### src/rtl/hex_ascii_pkg.sv
// Shared types and helpers for the hex-to-ASCII character streamer.
package hex_ascii_pkg;

  typedef enum logic [2:0] {
    IDLE,
    PFX0,
    PFXX,
    DIGIT,
    TERM_CR,
    TERM_LF
  } state_t;

  localparam logic [7:0] ASCII_ZERO    = 8'h30;
  localparam logic [7:0] ASCII_X       = 8'h78;
  localparam logic [7:0] ASCII_CR      = 8'h0D;
  localparam logic [7:0] ASCII_LF      = 8'h0A;
  localparam logic [7:0] ASCII_UPPER_A = 8'h41;
  localparam logic [7:0] ASCII_LOWER_A = 8'h61;

  // 0-9 map onto '0'..'9'; 10-15 onto 'A'..'F' or 'a'..'f'.
  function automatic logic [7:0] nibble_to_ascii(input logic [3:0] nibble,
                                                 input logic       lowercase);
    if (nibble < 4'd10)
      return ASCII_ZERO + {4'h0, nibble};
    return (lowercase ? ASCII_LOWER_A : ASCII_UPPER_A) + {4'h0, nibble} - 8'd10;
  endfunction

endpackage

### src/rtl/hex_digit_encoder.sv
// Combinational single-nibble to ASCII converter.
module hex_digit_encoder
  import hex_ascii_pkg::*;
#(
  parameter bit LOWERCASE = 1'b0
) (
  input  logic [3:0] nibble,
  output logic [7:0] ascii
);

  assign ascii = nibble_to_ascii(nibble, LOWERCASE);

endmodule

### src/rtl/hex_ascii_streamer.sv
// Streams a captured hex value as ASCII characters over a valid/ready link,
// with optional "0x" prefix, CR/LF terminator and leading-zero suppression.
// All outputs are registered; the next character is computed from the next
// state so a new character follows every handshake without a bubble.
module hex_ascii_streamer
  import hex_ascii_pkg::*;
#(
  parameter int NIBBLES   = 4,
  parameter bit PREFIX_EN = 1'b1,
  parameter bit TERM_EN   = 1'b1,
  parameter bit LOWERCASE = 1'b0
) (
  input  logic                 clk,
  input  logic                 reset_n,
  input  logic [4*NIBBLES-1:0] value_in,
  input  logic                 start,
  input  logic                 suppress_zeros,
  output logic                 in_ready,
  output logic [7:0]           char_out,
  output logic                 char_valid,
  input  logic                 char_ready,
  output logic                 done
);

  localparam int              IDX_W   = (NIBBLES > 1) ? $clog2(NIBBLES) : 1;
  localparam logic [IDX_W-1:0] IDX_MSN = IDX_W'(NIBBLES - 1);

  state_t                    state_q, state_d;
  logic [NIBBLES-1:0][3:0]   val_q, val_d;
  logic [IDX_W-1:0]          idx_q, idx_d, lead_idx;
  logic [7:0]                char_d, digit_char;
  logic                      done_d;
  logic                      hs;

  assign hs       = char_valid && char_ready;
  assign in_ready = (state_q == IDLE);

  // Leading-zero priority encoder: highest non-zero nibble wins, all-zero gives 0.
  always_comb begin
    lead_idx = '0;
    for (int i = 0; i < NIBBLES; i++)
      if (value_in[4*i +: 4] != 4'h0) lead_idx = IDX_W'(i);
  end

  // Next-state logic; every non-IDLE state holds until its character handshakes.
  always_comb begin
    state_d = state_q;
    idx_d   = idx_q;
    val_d   = val_q;
    case (state_q)
      IDLE: begin
        if (start) begin
          val_d = value_in;
          idx_d = suppress_zeros ? lead_idx : IDX_MSN;
          if (PREFIX_EN) state_d = PFX0;
          else           state_d = DIGIT;
        end
      end
      PFX0:    if (hs) state_d = PFXX;
      PFXX:    if (hs) state_d = DIGIT;
      DIGIT: begin
        if (hs) begin
          if (idx_q == '0) begin
            if (TERM_EN) state_d = TERM_CR;
            else         state_d = IDLE;
          end else begin
            idx_d = idx_q - IDX_W'(1);
          end
        end
      end
      TERM_CR: if (hs) state_d = TERM_LF;
      TERM_LF: if (hs) state_d = IDLE;
      default: state_d = IDLE;
    endcase
  end

  // Encode the nibble that will be on display next cycle.
  hex_digit_encoder #(.LOWERCASE(LOWERCASE)) u_enc (
    .nibble (val_d[idx_d]),
    .ascii  (digit_char)
  );

  // Character selected by the upcoming state; IDLE drives zero.
  always_comb begin
    char_d = 8'h00;
    case (state_d)
      PFX0:    char_d = ASCII_ZERO;
      PFXX:    char_d = ASCII_X;
      DIGIT:   char_d = digit_char;
      TERM_CR: char_d = ASCII_CR;
      TERM_LF: char_d = ASCII_LF;
      default: char_d = 8'h00;
    endcase
    done_d = hs && (state_d == IDLE);
  end

  // FSM, captured value and digit index registers.
  always_ff @(posedge clk or negedge reset_n) begin
    if (!reset_n) begin
      state_q <= IDLE;
      val_q   <= '0;
      idx_q   <= '0;
    end else begin
      state_q <= state_d;
      val_q   <= val_d;
      idx_q   <= idx_d;
    end
  end

  // Registered output stage: character, valid and completion pulse.
  always_ff @(posedge clk or negedge reset_n) begin
    if (!reset_n) begin
      char_out   <= 8'h00;
      char_valid <= 1'b0;
      done       <= 1'b0;
    end else begin
      char_out   <= char_d;
      char_valid <= (state_d != IDLE);
      done       <= done_d;
    end
  end

endmodule

### config.mk
export PLATFORM = sky130hd
export DESIGN_NAME = hex_ascii_streamer
export DESIGN_NICKNAME = d
export VERILOG_FILES = /design/src/rtl/hex_ascii_pkg.sv /design/src/rtl/hex_digit_encoder.sv /design/src/rtl/hex_ascii_streamer.sv
export SDC_FILE = /design/constraint.sdc
export NUM_CORES = 1
export LEC_CHECK = 0
export CAP_MARGIN = 20
export CORE_MARGIN = 3
export CORE_UTILIZATION = 46
export CTS_CLUSTER_SIZE = 14
export DETAILED_ROUTE_END_ITERATION = 12
export PLACE_DENSITY_LB_ADDON = 0.3
export SLEW_MARGIN = 20
export SYNTH_ARGS = -nofsm -noshare
export SYNTH_HDL_FRONTEND = slang
export SYNTH_SLANG_ARGS = --single-unit
### constraint.sdc
create_clock -name clk -period 2.7 [get_ports clk]
set_input_delay 0.54 -clock clk [delete_from_list [all_inputs] [get_ports clk]]
set_output_delay 0.54 -clock clk [all_outputs]
set_load 0.02 [all_outputs]
==> metrics.yaml, run 1 <==
critical_path:
  crit_path_start_kind: "register"
  max_stage_delay_ns: 0.43
  critPathBufInv: 2
  crit_fanout: 5
  worst-path-stages: 9
  crit_required_ns: 2.93
  worst_path_most_repeated_cell: "mux2_4"
  worstSetupPathType: "reg -> reg"
  crit_slowest_cell: "dfrtp_1"
  worstRegToRegCells: 9
  cp_top_family: "multiplexers"
  cp_cell_sequence: "nor4b_4, buf_4, mux2_4, mux2_4, mux2_4, inv_2, ha_4, o211ai_1, a311o_1"
  cp.arrival_ns: 2.96
  endpoint_kind: "register"
pwr:
  power_leakage_nw: 1.100
  swShare: 0.4076
  power.share.sequential: 0.223
  power.density_nw_per_um2: 1459
  p_int_mw: 2.063
  combPwrFrac: 0.696
  power.switching_mw: 1.420
  clock_power_share: 0.081
  vdd_drop_max_v: 0.0009570
grt:
  grt-ovfl-total: 0
  grt_pass1_wl_um: 7238
  antenna_found_initial: 0
  grt_use_total: 0.2293
  grt_pass1_vias: 1541
  grt_max_degree: 31
placed_design:
  placed_cell_area_um2: 2132
  gp_congestion: 0.8994
  port_buffers: 30
  dp_hpwl_um: 3134
die:
  fp.dieH_um: 65.17
  start_util: 0.5027
  io_pins: 32
  die_area_um2: 4246
  row_count: 20
  core_area_um2: 3203
  die_width_um: 65.17
synthesis:
  ys_types: 40
  synth-seq-cells: 30
  yosys-top-cells-area: "dfrtp_1 47%, mux2_2 10%, mux2i_1 5.0%"
  synth_edf_count: 0
  ys.flop_type: "dfrtp_1"
  syn-num-nets: 163
  synth.largest_area_cell: "dfrtp_1"
  synth_warnings: 0
  yosysTopAreaCellShare: 0.4662
  syn_inst: 141
  synthArstFlopShare: 1.000
  synth_area_um2: 1610
  syn-mean-instance-area_um2: 11.42
  seq_area_frac_synth: 0.4662
final_layout:
  area_growth_pct: 48.25
  diodes: 0
  fin_util: 0.7453
  fin_nets: 233
  drive_above_1_share: 0.4009
  stdcell_area_um2: 2387
timing:
  skew_ns: 0.01117
  rsz0062_at_grt: "true"
  finalSetupTns_ns: -0.03122
  setup_viol: 1
  drv_slew: 0
  fmax_mhz: 366.1
  finalHoldViolCount: 0
  fin_crit_sh: 1.012
  min_period_ns: 2.731
  layout_setup_ws_ns: -0.03122
clock_network:
  htree_levels: 2
  cts_hold_buf: 0
  clkSlewWorstSetupHoldPaths_ns: 0.10
  cts_tree: "built"
  clockBufferDepth: 2
  cts.sinks: 30
  clk_latency_ns: 0.33
  cts_inserted_buffers: 5
  root_buffer: "clkbuf_4"
routing:
  finalWirelength_um: 4383
  drt_iter0_drc: 51
  dr.pass1.iters: 4
  vias: 1401
  drc_errors: 0
  ant_nets: 0
  viasPerCell: 5.473
  detail_route.wl_per_cell_um: 17.12
status:
  status: "finished, violations left"
  violations: "negative setup slack"
job:
  drv_cap: 0
hold_path:
  hp-class: "reg -> reg"
  whs_path_depth: 2
==> cell families after synthesis <==
family,count (synthesis),share of synthesized area
buf+inv,21,0.07692
other cells,1,0.002329
xor+xnor,1,0.005440
compound gates,28,0.1243
fa+ha+maj,1,0.007769
simple gates,31,0.1135
flops,30,0.4662
mux,28,0.2036
==> timing repair <==
item / 4_1_cts / 5_1_grt
setup endpoints to repair: 7 / 5
pin swaps: 11 / 8
endpoints found under the hold margin: 0 / 0
gates resized for setup: 27 / 13
buffers inserted: 12 / 0
==> layer usage <==
metal / up-vias / track usage / part of all wire / wire [um]
li1: 658 / - / - / -
met1: 696 / 0.2442 / 0.40 / 1744
met2: 33 / 0.4235 / 0.53 / 2325
met3: 14 / 0.06154 / 0.041 / 181
met4: 0 / 0.09326 / 0.030 / 131
met5: - / 0 / 0 / 0
==> power groups by stage <==
stage / Sequential (mW) / Combinational, mW / Clock, mW
finish: 0.777 / 2.42 / 0.282
global route: 0.793 / 2.63 / 0.308
CTS: 0.772 / 2.29 / 0.290
detailed placement: 0.781 / 1.99 / 0
global placement: 0.764 / 1.91 / 0
floorplan: 0.814 / 1.27 / 0
==> worst paths after layout <==
path | start | to | slack [ns]
worst max-delay path | state_q[0] | char_out[2] | -0.03
worst min-delay path | val_q[5] | val_q[5] | 0.50
worst max register to register | state_q[0] | char_out[2] | -0.03
worst min register to register | val_q[5] | val_q[5] | 0.50
max in group asynchronous | reset_n | val_q[6] | 1.83
min in group asynchronous | reset_n | val_q[7] | 0.58
==> state kept, by name (all words and copies together), names as in the netlist <==
| signal | cells |
|---|---|
| state_q | 3 |
| char_out | 7 |
| idx_q | 2 |
| val_q | 16 |
| done | 1 |
| char_valid | 1 |
==> cell type report <==
class	count	area (um2)
timing repair buffer	71	615.6
tap	44	55.05
clock buffer	7	55.05
clock inverter	1	5.005
sequential	30	750.7
fill	235	815.8
inverter	13	48.80
multi-input combinational	90	857.1
==> Yosys cell counts (3+ instances only) <==
cell / count
buf_6: 4
buf_4: 4
o21ai_0: 3
inv_1: 13
nor3_1: 4
mux2_2: 15
nand4_1: 3
o32ai_1: 3
nor4_1: 5
mux2i_1: 8
a21oi_1: 5
o211ai_1: 3
nand2_1: 5
dfrtp_1: 30
nor2_1: 5
mux2_4: 3
==> cells in the final DEF (no fill, tap or decap), drive strengths merged, types with 3 or more instances in the layout <==
cell	Yosys	routed
a21oi	5	5
o211ai	3	3
inv	13	13
o21ai	5	5
dlygate4sd2	0	9
nand4	3	3
mux2i	9	9
o32ai	3	3
nor3	4	4
nor2	5	5
nor4	5	5
buf	8	41
mux2	19	19
clkbuf	0	8
clkdlybuf4s50	0	18
nand2	5	5
dfrtp	30	30
==> stage by stage <==
step | instances | hold slack [ns] | power [mW] | worst slack [ns]
2_1_floorplan | 141 | 0.2444 | 2.079 | 0.01548
3_3_place_gp | 236 | 0.4588 | 2.674 | -0.5553
3_5_place_dp | 236 | 0.4748 | 2.776 | -0.7091
4_1_cts | 256 | 0.4962 | 3.356 | -0.04910
5_1_grt | 256 | 0.5230 | 3.728 | -0.1168
6_report | 256 | 0.4996 | 3.483 | -0.03122
==> tightest hold or removal path, cell delays in order, from the launching register on <==
cell and delay [ns]:
dfrtp_1 0.33, mux2i_1 0.06, inv_1 0.07
No activity file was read; power rests on OpenSTA's default activity.
==> inputs of run 2 (changes only) <==
--- a/config.mk
+++ b/config.mk
@@ -11,6 +11,7 @@
 export CTS_CLUSTER_SIZE = 14
 export DETAILED_ROUTE_END_ITERATION = 12
 export PLACE_DENSITY_LB_ADDON = 0.3
+export SKIP_CTS_REPAIR_TIMING = 1
 export SLEW_MARGIN = 20
 export SYNTH_ARGS = -nofsm -noshare
 export SYNTH_HDL_FRONTEND = slang
==> metrics.yaml, run 2 (synthesized netlist as in run 1, its figures left out) <==
placed_design:
  gp_congestion: 0.8994  # unchanged
  placed_cell_area_um2: 2132  # unchanged
  port_buffers: 30  # unchanged
  pre_cts_ws_ns: -0.7091  # unchanged
  dp_hpwl_um: 3134  # unchanged
routing:
  dr.pass1.iters: 4  # unchanged
  wl_met2_um: 2378  # +2.3%
  highest_layer: "met4"
  detail_route.wl_per_cell_um: 17.43  # +1.8%
  ant_nets: 0  # unchanged
  routedLengthMet1_um: 1697  # -2.7%
  drc_errors: 0  # unchanged
  drt_iter0_drc: 58  # +14%
  route.met3.wl_um: 180  # -0.55%
  viasPerCell: 5.508  # +0.65%
  vias: 1377  # -1.7%
  finalWirelength_um: 4358  # -0.57%
clock_network:
  clkSlewWorstSetupHoldPaths_ns: 0.10  # about the same
  root_buffer: "clkbuf_4"
  cts.sinks: 30  # unchanged
  cts_inserted_buffers: 5  # unchanged
  clockBufferDepth: 2  # unchanged
  htree_levels: 2  # unchanged
  cts_tree: "built"
  clk_latency_ns: 0.34  # about the same
die:
  die_area_um2: 4246  # unchanged
  fp.dieH_um: 65.17  # unchanged
  start_util: 0.5027  # unchanged
  core_area_um2: 3203  # unchanged
  die_width_um: 65.17  # unchanged
  row_count: 20  # unchanged
  io_pins: 32  # unchanged
status:
  violations: "negative setup slack"
  status: "finished, violations left"
timing:
  setup_viol: 1  # unchanged
  fmax_mhz: 357.0  # -2.5%
  layout_setup_ws_ns: -0.1009  # -0.06972 ns
  min_period_ns: 2.801  # +0.06972 ns
  rsz0062_at_grt: "true"
  holdWs_ns: 0.4947  # -0.004944 ns
  finalHoldViolCount: 0  # unchanged
  skew_ns: 0.009518  # -0.001656 ns
  fin_crit_sh: 1.037  # +0.02582
  drv_slew: 0  # unchanged
grt:
  grt_use_total: 0.2105  # -0.01872
  grt-ovfl-total: 0  # unchanged
  antenna_found_initial: 0  # unchanged
  grt_max_degree: 31  # unchanged
  grt_pass1_wl_um: 6713  # -7.3%
  grt_pass1_vias: 1442  # -6.4%
final_layout:
  drive_above_1_share: 0.3544  # -0.04657
  layout_commonest_cell: "buf_4"
  top_register: "val_q"
  final_cell_mix: "33 x buf_4, 30 x dfrtp_1, 23 x clkdlybuf4s50_1"
  diodes: 0  # unchanged
  fin_nets: 227  # -2.6%
  stdcell_area_um2: 2315  # -3.0%
  area_growth_pct: 43.75
  largestRegisters: "val_q: 16 flops, char_out: 7 flops, state_q: 3 flops"
  largest_register_ff_count: 16  # unchanged
  fin_util: 0.7227  # -0.02266
pwr:
  power.density_nw_per_um2: 1409  # -3.4%
  power_mw: 3.261  # -6.4%
  vdd_drop_max_v: 0.0007559  # -21%
  power_leakage_nw: 1.088  # -1.1%
critical_path:
  worstReg2RegStart: "state_q[2]"
  worstSetupPathType: "in -> reg"
  worstSetupEndpoint: "char_out[2]"
  r2r_slack_ns: -0.07  # -0.04 ns
  cp.arrival_ns: 3.08  # +0.12 ns
  reg2reg_to: "char_out[2]"
  worstRegToRegCells: 11  # +2
  crit_fanout: 6  # +1
  endpoint_kind: "register"
  cp-startpoint: "value_in[15]"
  crit_path_start_kind: "input port"
  crit_required_ns: 2.98  # +0.05 ns
job:
  drv_cap: 0  # unchanged
hold_path:
  hp-class: "reg -> reg"
## run 2: cell types whose count changed in the layout (fill, tap and decap cells not counted), sizes merged
cell,previous run,this run
dlymetal6s2s,2,7
buf,41,35
clkbuf,8,7
dlygate4sd2,9,0
clkdlybuf4s50,18,23
## run 2: where the power goes
group	switching [mW]	internal (mW)
Combinational	1.07	1.14
Sequential	0.103	0.670
Clock	0.158	0.126
## run 2: worst max-delay path, cell delays in order
cell,delay [ns]
clkdlybuf4s50_1,0.44
nor4_2,0.23
buf_4,0.16
o211ai_1,0.11
a211o_2,0.39
buf_4,0.16
mux2_4,0.30
inv_2,0.07
ha_4,0.13
o211ai_1,0.15
nor4_2,0.27
a311o_1,0.15
## run 2: cell type report
cell class	count	area (um2)
Timing Repair Buffer	65	588.1
Clock buffer	7	55.05
Clock inverter	1	5.005
Fill cell	243	888.4
Multi-Input combinational cell	90	812.0
Tap cell	44	55.05
Sequential cell	30	750.7
Inverter	13	48.80
## run 2: worst min-delay path by stage
stage	from	to	slack (ns)	cells after the start
detailed placement	val_q[5]	val_q[5]	0.47	2
floorplan	reset_n	char_out[0]	0.24	0
finish	val_q[5]	val_q[5]	0.49	2
global placement	val_q[9]	val_q[9]	0.46	2
CTS	val_q[5]	val_q[5]	0.50	2
global route	val_q[5]	val_q[5]	0.52	2
## run 2: stage by stage
| stage | cells | TNS (ns) |
|---|---|---|
| 2_1_floorplan | 141 | 0 |
| 3_3_place_gp | 236 | -3.252 |
| 3_5_place_dp | 236 | -4.244 |
| 4_1_cts | 244 | -1.664 |
| 5_1_grt | 250 | -0.4105 |
| 6_report | 250 | -0.1009 |
## run 2: per-layer routing
metal / vias up / GRT usage
met3: 12 / 0.05812
met1: 680 / 0.2361
met2: 37 / 0.3843
met5: - / 0
li1: 648 / -
met4: 0 / 0.06477
